**src/rtl/fsic_lite.sv**
```systemverilog
// Simplified FSIC bridge: Wishbone mailbox/serdes registers, a framed IO serializer for
// mailbox writes and an IO deserializer feeding an RX FIFO.
module fsic_lite #(
  parameter int pSERIALIO_WIDTH = 12,
  parameter int pADDR_WIDTH     = 10,
  parameter int pDATA_WIDTH     = 32,
  parameter int pRxFIFO_DEPTH   = 5,
  parameter int pCLK_RATIO      = 4
) (
  input  logic                   wb_clk,
  input  logic                   wb_rst,
  input  logic [31:0]            wbs_adr,
  input  logic [pDATA_WIDTH-1:0] wbs_wdata,
  input  logic [3:0]             wbs_sel,
  input  logic                   wbs_cyc,
  input  logic                   wbs_stb,
  input  logic                   wbs_we,
  output logic                   wbs_ack,
  output logic [pDATA_WIDTH-1:0] wbs_rdata,
  input  logic [127:0]           la_data_in,
  input  logic [127:0]           la_oenb,
  output logic [127:0]           la_data_out,
  input  logic [37:0]            io_in,
  output logic [37:0]            io_out,
  output logic [37:0]            io_oeb,
  output logic [2:0]             user_irq,
  input  logic                   user_clock2,
  input  logic                   vccd1,
  input  logic                   vccd2,
  input  logic                   vssd1,
  input  logic                   vssd2
);
  localparam int S        = pDATA_WIDTH / pCLK_RATIO;
  localparam int P        = pSERIALIO_WIDTH;
  localparam int CW       = $clog2(pCLK_RATIO);
  localparam int FW       = $clog2(pRxFIFO_DEPTH + 1);
  localparam int PW       = $clog2(pRxFIFO_DEPTH);
  localparam int IW       = pADDR_WIDTH - 2;
  localparam int MB_WORDS = 8;

  function automatic logic [pDATA_WIDTH-1:0] byte_merge(
    input logic [pDATA_WIDTH-1:0] old_w, input logic [pDATA_WIDTH-1:0] new_w,
    input logic [3:0] sel);
    logic [pDATA_WIDTH-1:0] res;
    res = old_w;
    for (int b = 0; b < pDATA_WIDTH / 8; b++) begin
      if (sel[b]) res[8*b +: 8] = new_w[8*b +: 8];
    end
    return res;
  endfunction

  logic                   ack_r, rxen_r, txen_r, ovf_r, tx_busy_r;
  logic [pDATA_WIDTH-1:0] rdata_r, tx_shift_r, rx_word_r;
  logic [pDATA_WIDTH-1:0] mbox_r [MB_WORDS];
  logic [pDATA_WIDTH-1:0] fifo_mem_r [pRxFIFO_DEPTH];
  logic [S+1:0]           tx_out_r;
  logic [CW-1:0]          tx_cnt_r, rx_cnt_r;
  logic [PW-1:0]          rd_ptr_r, wr_ptr_r;
  logic [FW-1:0]          fifo_cnt_r;

  logic                   hit_s, mbox_sel_s, ser_sel_s, req_s, stall_s, accept_s, wr_s, rd_s;
  logic                   ctrl_wr_s, stat_wr_s, pop_s, tx_load_s, txen_nxt_s;
  logic                   rx_push_s, fifo_full_s, push_ok_s, ovf_set_s, ovf_clr_s;
  logic [IW-1:0]          word_idx_s;
  logic [2:0]             mb_idx_s;
  logic [CW-1:0]          rx_pos_s;
  logic [pDATA_WIDTH-1:0] mb_new_s, rd_val_s, status_s, rx_word_s;
  logic                   unused_ok_s;

  assign unused_ok_s = ^{la_data_in, la_oenb, io_in, wbs_adr, user_clock2,
                         vccd1, vccd2, vssd1, vssd2};

  // Address decode, transfer acceptance and register-side strobes
  always_comb begin
    hit_s      = (wbs_adr[31:16] == 16'h3000);
    word_idx_s = wbs_adr[pADDR_WIDTH-1:2];
    mb_idx_s   = word_idx_s[2:0];
    mbox_sel_s = hit_s && (wbs_adr[15:12] == 4'h2) && (word_idx_s < IW'(MB_WORDS));
    ser_sel_s  = hit_s && (wbs_adr[15:12] == 4'h3);
    req_s      = wbs_cyc && wbs_stb && !ack_r;
    // A mailbox write that would start a frame waits for the serializer to drain
    stall_s    = mbox_sel_s && wbs_we && txen_r && tx_busy_r;
    accept_s   = req_s && !stall_s;
    wr_s       = accept_s && wbs_we;
    rd_s       = accept_s && !wbs_we;
    ctrl_wr_s  = wr_s && ser_sel_s && (word_idx_s == IW'(0));
    stat_wr_s  = wr_s && ser_sel_s && (word_idx_s == IW'(1));
    pop_s      = rd_s && ser_sel_s && (word_idx_s == IW'(2)) && (fifo_cnt_r != FW'(0));
    mb_new_s   = byte_merge(mbox_r[mb_idx_s], wbs_wdata, wbs_sel);
    tx_load_s  = wr_s && mbox_sel_s && txen_r;
    if (ctrl_wr_s && wbs_sel[0]) begin
      txen_nxt_s = wbs_wdata[1];
    end else begin
      txen_nxt_s = txen_r;
    end
  end

  // Read data mux
  always_comb begin
    status_s         = '0;
    status_s[FW-1:0] = fifo_cnt_r;
    status_s[4]      = tx_busy_r;
    status_s[8]      = ovf_r;
    rd_val_s         = '0;
    if (mbox_sel_s) begin
      rd_val_s = mbox_r[mb_idx_s];
    end else if (ser_sel_s) begin
      case (word_idx_s)
        IW'(0):  rd_val_s = {30'd0, txen_r, rxen_r};
        IW'(1):  rd_val_s = status_s;
        IW'(2):  rd_val_s = (fifo_cnt_r != FW'(0)) ? fifo_mem_r[rd_ptr_r] : '0;
        default: rd_val_s = '0;
      endcase
    end else begin
      rd_val_s = '0;
    end
  end

  // Deserializer beat assembly and FIFO push/overflow decisions
  always_comb begin
    rx_word_s = rx_word_r;
    rx_pos_s  = io_in[P+S+1] ? CW'(0) : rx_cnt_r;
    rx_word_s[int'(rx_pos_s)*S +: S] = io_in[P+S-1 -: S];
    rx_push_s   = rxen_r && io_in[P+S] && (rx_pos_s == CW'(pCLK_RATIO - 1));
    fifo_full_s = (fifo_cnt_r == FW'(pRxFIFO_DEPTH));
    push_ok_s   = rx_push_s && (!fifo_full_s || pop_s);
    ovf_set_s   = rx_push_s && fifo_full_s && !pop_s;
    ovf_clr_s   = stat_wr_s && wbs_sel[1] && wbs_wdata[8];
  end

  // Wishbone acknowledge and registered read data
  always_ff @(posedge wb_clk or negedge wb_rst) begin
    if (!wb_rst) begin
      ack_r   <= 1'b0;
      rdata_r <= '0;
    end else begin
      ack_r   <= accept_s;
      rdata_r <= rd_s ? rd_val_s : '0;
    end
  end

  // Control enables and sticky overflow flag
  always_ff @(posedge wb_clk or negedge wb_rst) begin
    if (!wb_rst) begin
      rxen_r <= 1'b0;
      txen_r <= 1'b0;
      ovf_r  <= 1'b0;
    end else begin
      txen_r <= txen_nxt_s;
      if (ctrl_wr_s && wbs_sel[0]) rxen_r <= wbs_wdata[0];
      if (ovf_set_s) ovf_r <= 1'b1;
      else if (ovf_clr_s) ovf_r <= 1'b0;
    end
  end

  // Mailbox register bank
  always_ff @(posedge wb_clk or negedge wb_rst) begin
    if (!wb_rst) begin
      for (int i = 0; i < MB_WORDS; i++) mbox_r[i] <= '0;
    end else if (wr_s && mbox_sel_s) begin
      mbox_r[mb_idx_s] <= mb_new_s;
    end
  end

  // Serializer: beat 0 is presented on the accepting edge, LSB slice first
  always_ff @(posedge wb_clk or negedge wb_rst) begin
    if (!wb_rst) begin
      tx_busy_r  <= 1'b0;
      tx_out_r   <= '0;
      tx_shift_r <= '0;
      tx_cnt_r   <= '0;
    end else if (tx_load_s) begin
      tx_busy_r  <= 1'b1;
      tx_out_r   <= {1'b1, 1'b1, mb_new_s[S-1:0]};
      tx_shift_r <= mb_new_s >> S;
      tx_cnt_r   <= CW'(pCLK_RATIO - 1);
    end else if (tx_busy_r) begin
      if (!txen_nxt_s || (tx_cnt_r == CW'(0))) begin
        tx_busy_r <= 1'b0;
        tx_out_r  <= '0;
      end else begin
        tx_out_r   <= {1'b0, 1'b1, tx_shift_r[S-1:0]};
        tx_shift_r <= tx_shift_r >> S;
        tx_cnt_r   <= tx_cnt_r - CW'(1);
      end
    end
  end

  // Deserializer beat counter and partial word
  always_ff @(posedge wb_clk or negedge wb_rst) begin
    if (!wb_rst) begin
      rx_cnt_r  <= '0;
      rx_word_r <= '0;
    end else if (!rxen_r) begin
      rx_cnt_r <= '0;
    end else if (io_in[P+S]) begin
      rx_word_r <= rx_word_s;
      rx_cnt_r  <= rx_push_s ? CW'(0) : rx_pos_s + CW'(1);
    end
  end

  // RX FIFO storage, pointers and occupancy
  always_ff @(posedge wb_clk or negedge wb_rst) begin
    if (!wb_rst) begin
      rd_ptr_r   <= '0;
      wr_ptr_r   <= '0;
      fifo_cnt_r <= '0;
      for (int i = 0; i < pRxFIFO_DEPTH; i++) fifo_mem_r[i] <= '0;
    end else begin
      if (push_ok_s) begin
        fifo_mem_r[wr_ptr_r] <= rx_word_s;
        wr_ptr_r <= (wr_ptr_r == PW'(pRxFIFO_DEPTH - 1)) ? PW'(0) : wr_ptr_r + PW'(1);
      end
      if (pop_s) begin
        rd_ptr_r <= (rd_ptr_r == PW'(pRxFIFO_DEPTH - 1)) ? PW'(0) : rd_ptr_r + PW'(1);
      end
      fifo_cnt_r <= fifo_cnt_r + FW'(push_ok_s) - FW'(pop_s);
    end
  end

  assign wbs_ack     = ack_r;
  assign wbs_rdata   = rdata_r;
  assign io_out      = {{(38 - S - 2){1'b0}}, tx_out_r};
  assign io_oeb      = {{(38 - P){1'b1}}, {P{~txen_r}}};
  assign user_irq    = {1'b0, ovf_r, (fifo_cnt_r != FW'(0))};
  assign la_data_out = {96'd0, mbox_r[0]};

endmodule

```
**config.mk**
```make
export PLATFORM = sky130hd
export DESIGN_NAME = fsic_lite
export DESIGN_NICKNAME = d
export VERILOG_FILES = /design/src/rtl/fsic_lite.sv
export SDC_FILE = /design/constraint.sdc
export NUM_CORES = 1
export LEC_CHECK = 0
export BUFFER_PORTS_ARGS = -buffer_cell sky130_fd_sc_hd__buf_2
export CORE_ASPECT_RATIO = 0.9
export CORE_UTILIZATION = 25
export CTS_CLUSTER_DIAMETER = 100
export CTS_CLUSTER_SIZE = 8
export DETAILED_ROUTE_END_ITERATION = 6
export PLACE_DENSITY = 0.48
export SLEW_MARGIN = 25
export SYNTH_ARGS = -nofsm -noshare
export SYNTH_HDL_FRONTEND = slang
export SYNTH_SLANG_ARGS = --single-unit
```
**constraint.sdc**
```tcl
create_clock -name wb_clk -period 2.85 [get_ports wb_clk]
set_input_delay 0.285 -clock wb_clk [delete_from_list [all_inputs] [get_ports wb_clk]]
set_output_delay 0.285 -clock wb_clk [all_outputs]
set_load 0.02 [all_outputs]
```
==> flow_metrics.tcl <==
set metrics [dict create \
    run_status "completed" \
    fin_crit_ns 2.69 \
    path_class "flop to flop" \
    path_clk_slew_ns 0.05 \
    n_fill_cell 10200 \
    post-place-cells 3631 \
    synth_async_sr_flop_share_pct 100 \
    fmax_ghz 0.371 \
    grt_pass1_wl_um 112000 \
    ys_seq_elements 532 \
    power_mw 16.5 \
    synth_area_um2 25100 \
    hold_violations 0 \
    syn_inst 2181 \
    vdd_drop_max_v 0.000377 \
    ant_nets 0 \
    cts_tree "done" \
    area_delta_synth_final_pct 18.0 \
    die_h_um 302 \
    rsz0062_at_grt "false" \
    cp-start-kind "flop" \
    nets 2770 \
    finalSetupViolCount 0 \
    drv_cap 0 \
    gp_congestion 0.798 \
    io_pins 612 \
    via_count 17000 \
    grt_usage_pct 14.8 \
    die_area_um2 101000 \
    drt_iter0_markers 1137 \
    crit_required_ns 3.35 \
    drive_gt1_share_pct 26.2 \
    critPathCaptureType "flop" \
    min_period_over_period_pct 94.5 \
    insertion_delay_ns 0.64 \
    clock-sinks 532 \
    rows 109 \
    worstPathMaxFanout 24 \
    viasPerCell 4.56 \
    skew_ns 0.0335 \
    syn_avg_cell_area_um2 11.5 \
    stdcell_count 3727 \
    worstMarginPinSlew_ns 0.937 \
    die_w_um 336 \
    cts_buffer_depth 3 \
    grt_antenna_before_repair 12 \
    drt-pass1-iter-count 5 \
    wl_per_cell_um 20.3 \
    final_max_slew_viol_count 0 \
    grt_max_degree 94 \
    grt_pass1_vias 17400 \
    yosys.cell_types.count 55 \
    start_util_pct 25.4 \
    dominantRegCellSynth "dfrtp_1" \
    placeableCoreArea_um2 98700 \
    hold_path.class "input pin to flop" \
    yosys_warnings 0 \
    drc 0 \
    drt-total-wl_um 75500 \
    cts_resized 0 \
    power_leakage_nw 13.9 \
    cp_data_arrival_time_ns 3.19 \
    powerDensity_nw_per_um2 557 \
    dpl.hpwl_um 51600 \
    gr-total-overflow 0 \
    portBuffers 167 \
    synth_edf_count 0 \
    h-tree-depth 3 \
    cts_buffers 76 \
    max_slew_margin_pct 36.9 \
    yosysSeqAreaShare_pct 53.1 \
    cts_root_buffer "clkbuf_16" \
]
==> layer usage <==
layer / track usage (%) / vias up / part of all wire [%]
met4: 3.54 / 20 / 1.9
met5: 0 / - / 0.15
li1: - / 7686 / -
met2: 21.7 / 469 / 43
met3: 4.13 / 117 / 6.9
met1: 21.5 / 8700 / 48
==> cell families (layout without fill, tap and decap cells) <==
family          Yosys count  in the layout  synth area share, %
buf+inv                 380            443                 8.76
other cells               2            153               0.0300
simple gates            481            481                 8.22
fa+ha+maj                13             13                0.679
mux                     325            325                 18.7
flops                   532            532                 53.1
compound gates          445            445                 10.4
xor+xnor                  3              3                0.105
==> placed cells by master (no fill, tap or decap), types with 21 or more instances in the layout <==
cell type / instances
a22oi_1: 36
nor2_1: 37
mux2_1: 62
conb_1: 151
mux2_2: 132
buf_2: 165
nand2_1: 375
a22o_1: 35
mux4_2: 95
mux2i_1: 35
inv_1: 49
dfrtp_1: 531
o21ai_0: 320
buf_12: 21
buf_4: 112
clkbuf_16: 76
==> registers in the layout, summed over array words and instances (netlist names) <==
name and cells:
tx_busy_r 1, rd_ptr_r 3, fifo_mem_r 160, tx_shift_r 24
tx_cnt_r 2, wr_ptr_r 3, rx_cnt_r 2, wbs_ack 1
txen_r 1, mbox_r 224, fifo_cnt_r 3, tx_out_r 10
rxen_r 1, wbs_rdata 32, rx_word_r 32, ovf_r 1
la_data_out 32
==> cells in the mapped netlist (12+ instances only) <==
| library cell | instances | share of area [%] |
|---|---|---|
| nor2_1 | 38 | 0.57 |
| ha_1 | 12 | 0.60 |
| buf_2 | 17 | 0.34 |
| clkbuf_1 | 101 | 1.5 |
| a22oi_1 | 36 | 1.1 |
| o211ai_1 | 17 | 0.51 |
| inv_1 | 49 | 0.73 |
| buf_1 | 13 | 0.19 |
| o21ai_0 | 320 | 6.4 |
| mux2i_1 | 36 | 1.4 |
| buf_4 | 199 | 6.0 |
| nand2_1 | 375 | 5.6 |
| mux2_2 | 132 | 5.9 |
| a22o_1 | 35 | 1.2 |
| mux4_2 | 95 | 8.5 |
| dfrtp_1 | 532 | 53 |
| mux2_1 | 62 | 2.8 |
==> path summary, 6_finish.rpt <==
kind                         startpoint        endpoint  depth (start not counted)  slack, ns
min in group asynchronous        wb_rst  fifo_mem_r[92]                          2       0.25
setup / recovery                wbs_ack  fifo_mem_r[63]                          8       0.16
setup reg to reg                wbs_ack  fifo_mem_r[63]                          8       0.16
hold / removal             wbs_wdata[4]     tx_out_r[4]                          3       0.03
hold reg to reg             mbox_r[146]     mbox_r[146]                          2       0.47
max in group asynchronous        wb_rst  la_data_out[3]                          3       1.58
==> final cells by class <==
type / instances / area, µm² / share of cell area [%]
Timing Repair Buffer: 307 / 2180 / 7.38
Clock inverter: 8 / 153 / 0.516
Tap cell: 1332 / 1670 / 5.64
Antenna cell: 2 / 5.00 / 0.0169
Clock buffer: 78 / 1910 / 6.46
Sequential cell: 532 / 13300 / 45.0
Multi-Input combinational cell: 1418 / 10100 / 34.3
Inverter: 50 / 188 / 0.635
==> through the flow <==
stage                     utilization (%)  TNS, ns  hold slack (ns)  instance area (µm²)  setup slack [ns]
after global placement               27.8   -26.31            0.308                27400            -0.236
final                                29.9        0           0.0341                29600             0.155
after detailed placement             27.8   -27.13            0.348                27400            -0.237
after CTS                            29.9        0          0.00699                29500             0.132
after global routing                 29.9        0           0.0138                29500            0.0526
after floorplan                         -        0          -0.0106                25600            0.0195
==> where the power goes <==
part / total, mW / internal (mW) / switching [mW]
clock: 8.14 / 4.77 / 3.37
combinational: 0.767 / 0.182 / 0.585
sequential: 7.57 / 7.57 / 0.000832
total: 16.5 / 12.5 / 3.96
==> critical path: stages (launching register included) <==
cell and delay (ns):
dfrtp_1 0.41, nand3b_1 0.19, or2_2 0.36, or2_1 0.28, o31ai_4 0.24, buf_4 0.17, nor4b_4 0.28, buf_12 0.26
mux2_2 0.36
==> timing repair <==
action / in CTS / in global routing
setup buffers: 0 / 0
endpoints found under the hold margin: 66 / 0
hold buffers: 8 / 0
setup endpoints to repair: 0 / 0
(Power assumes the default switching activity.)
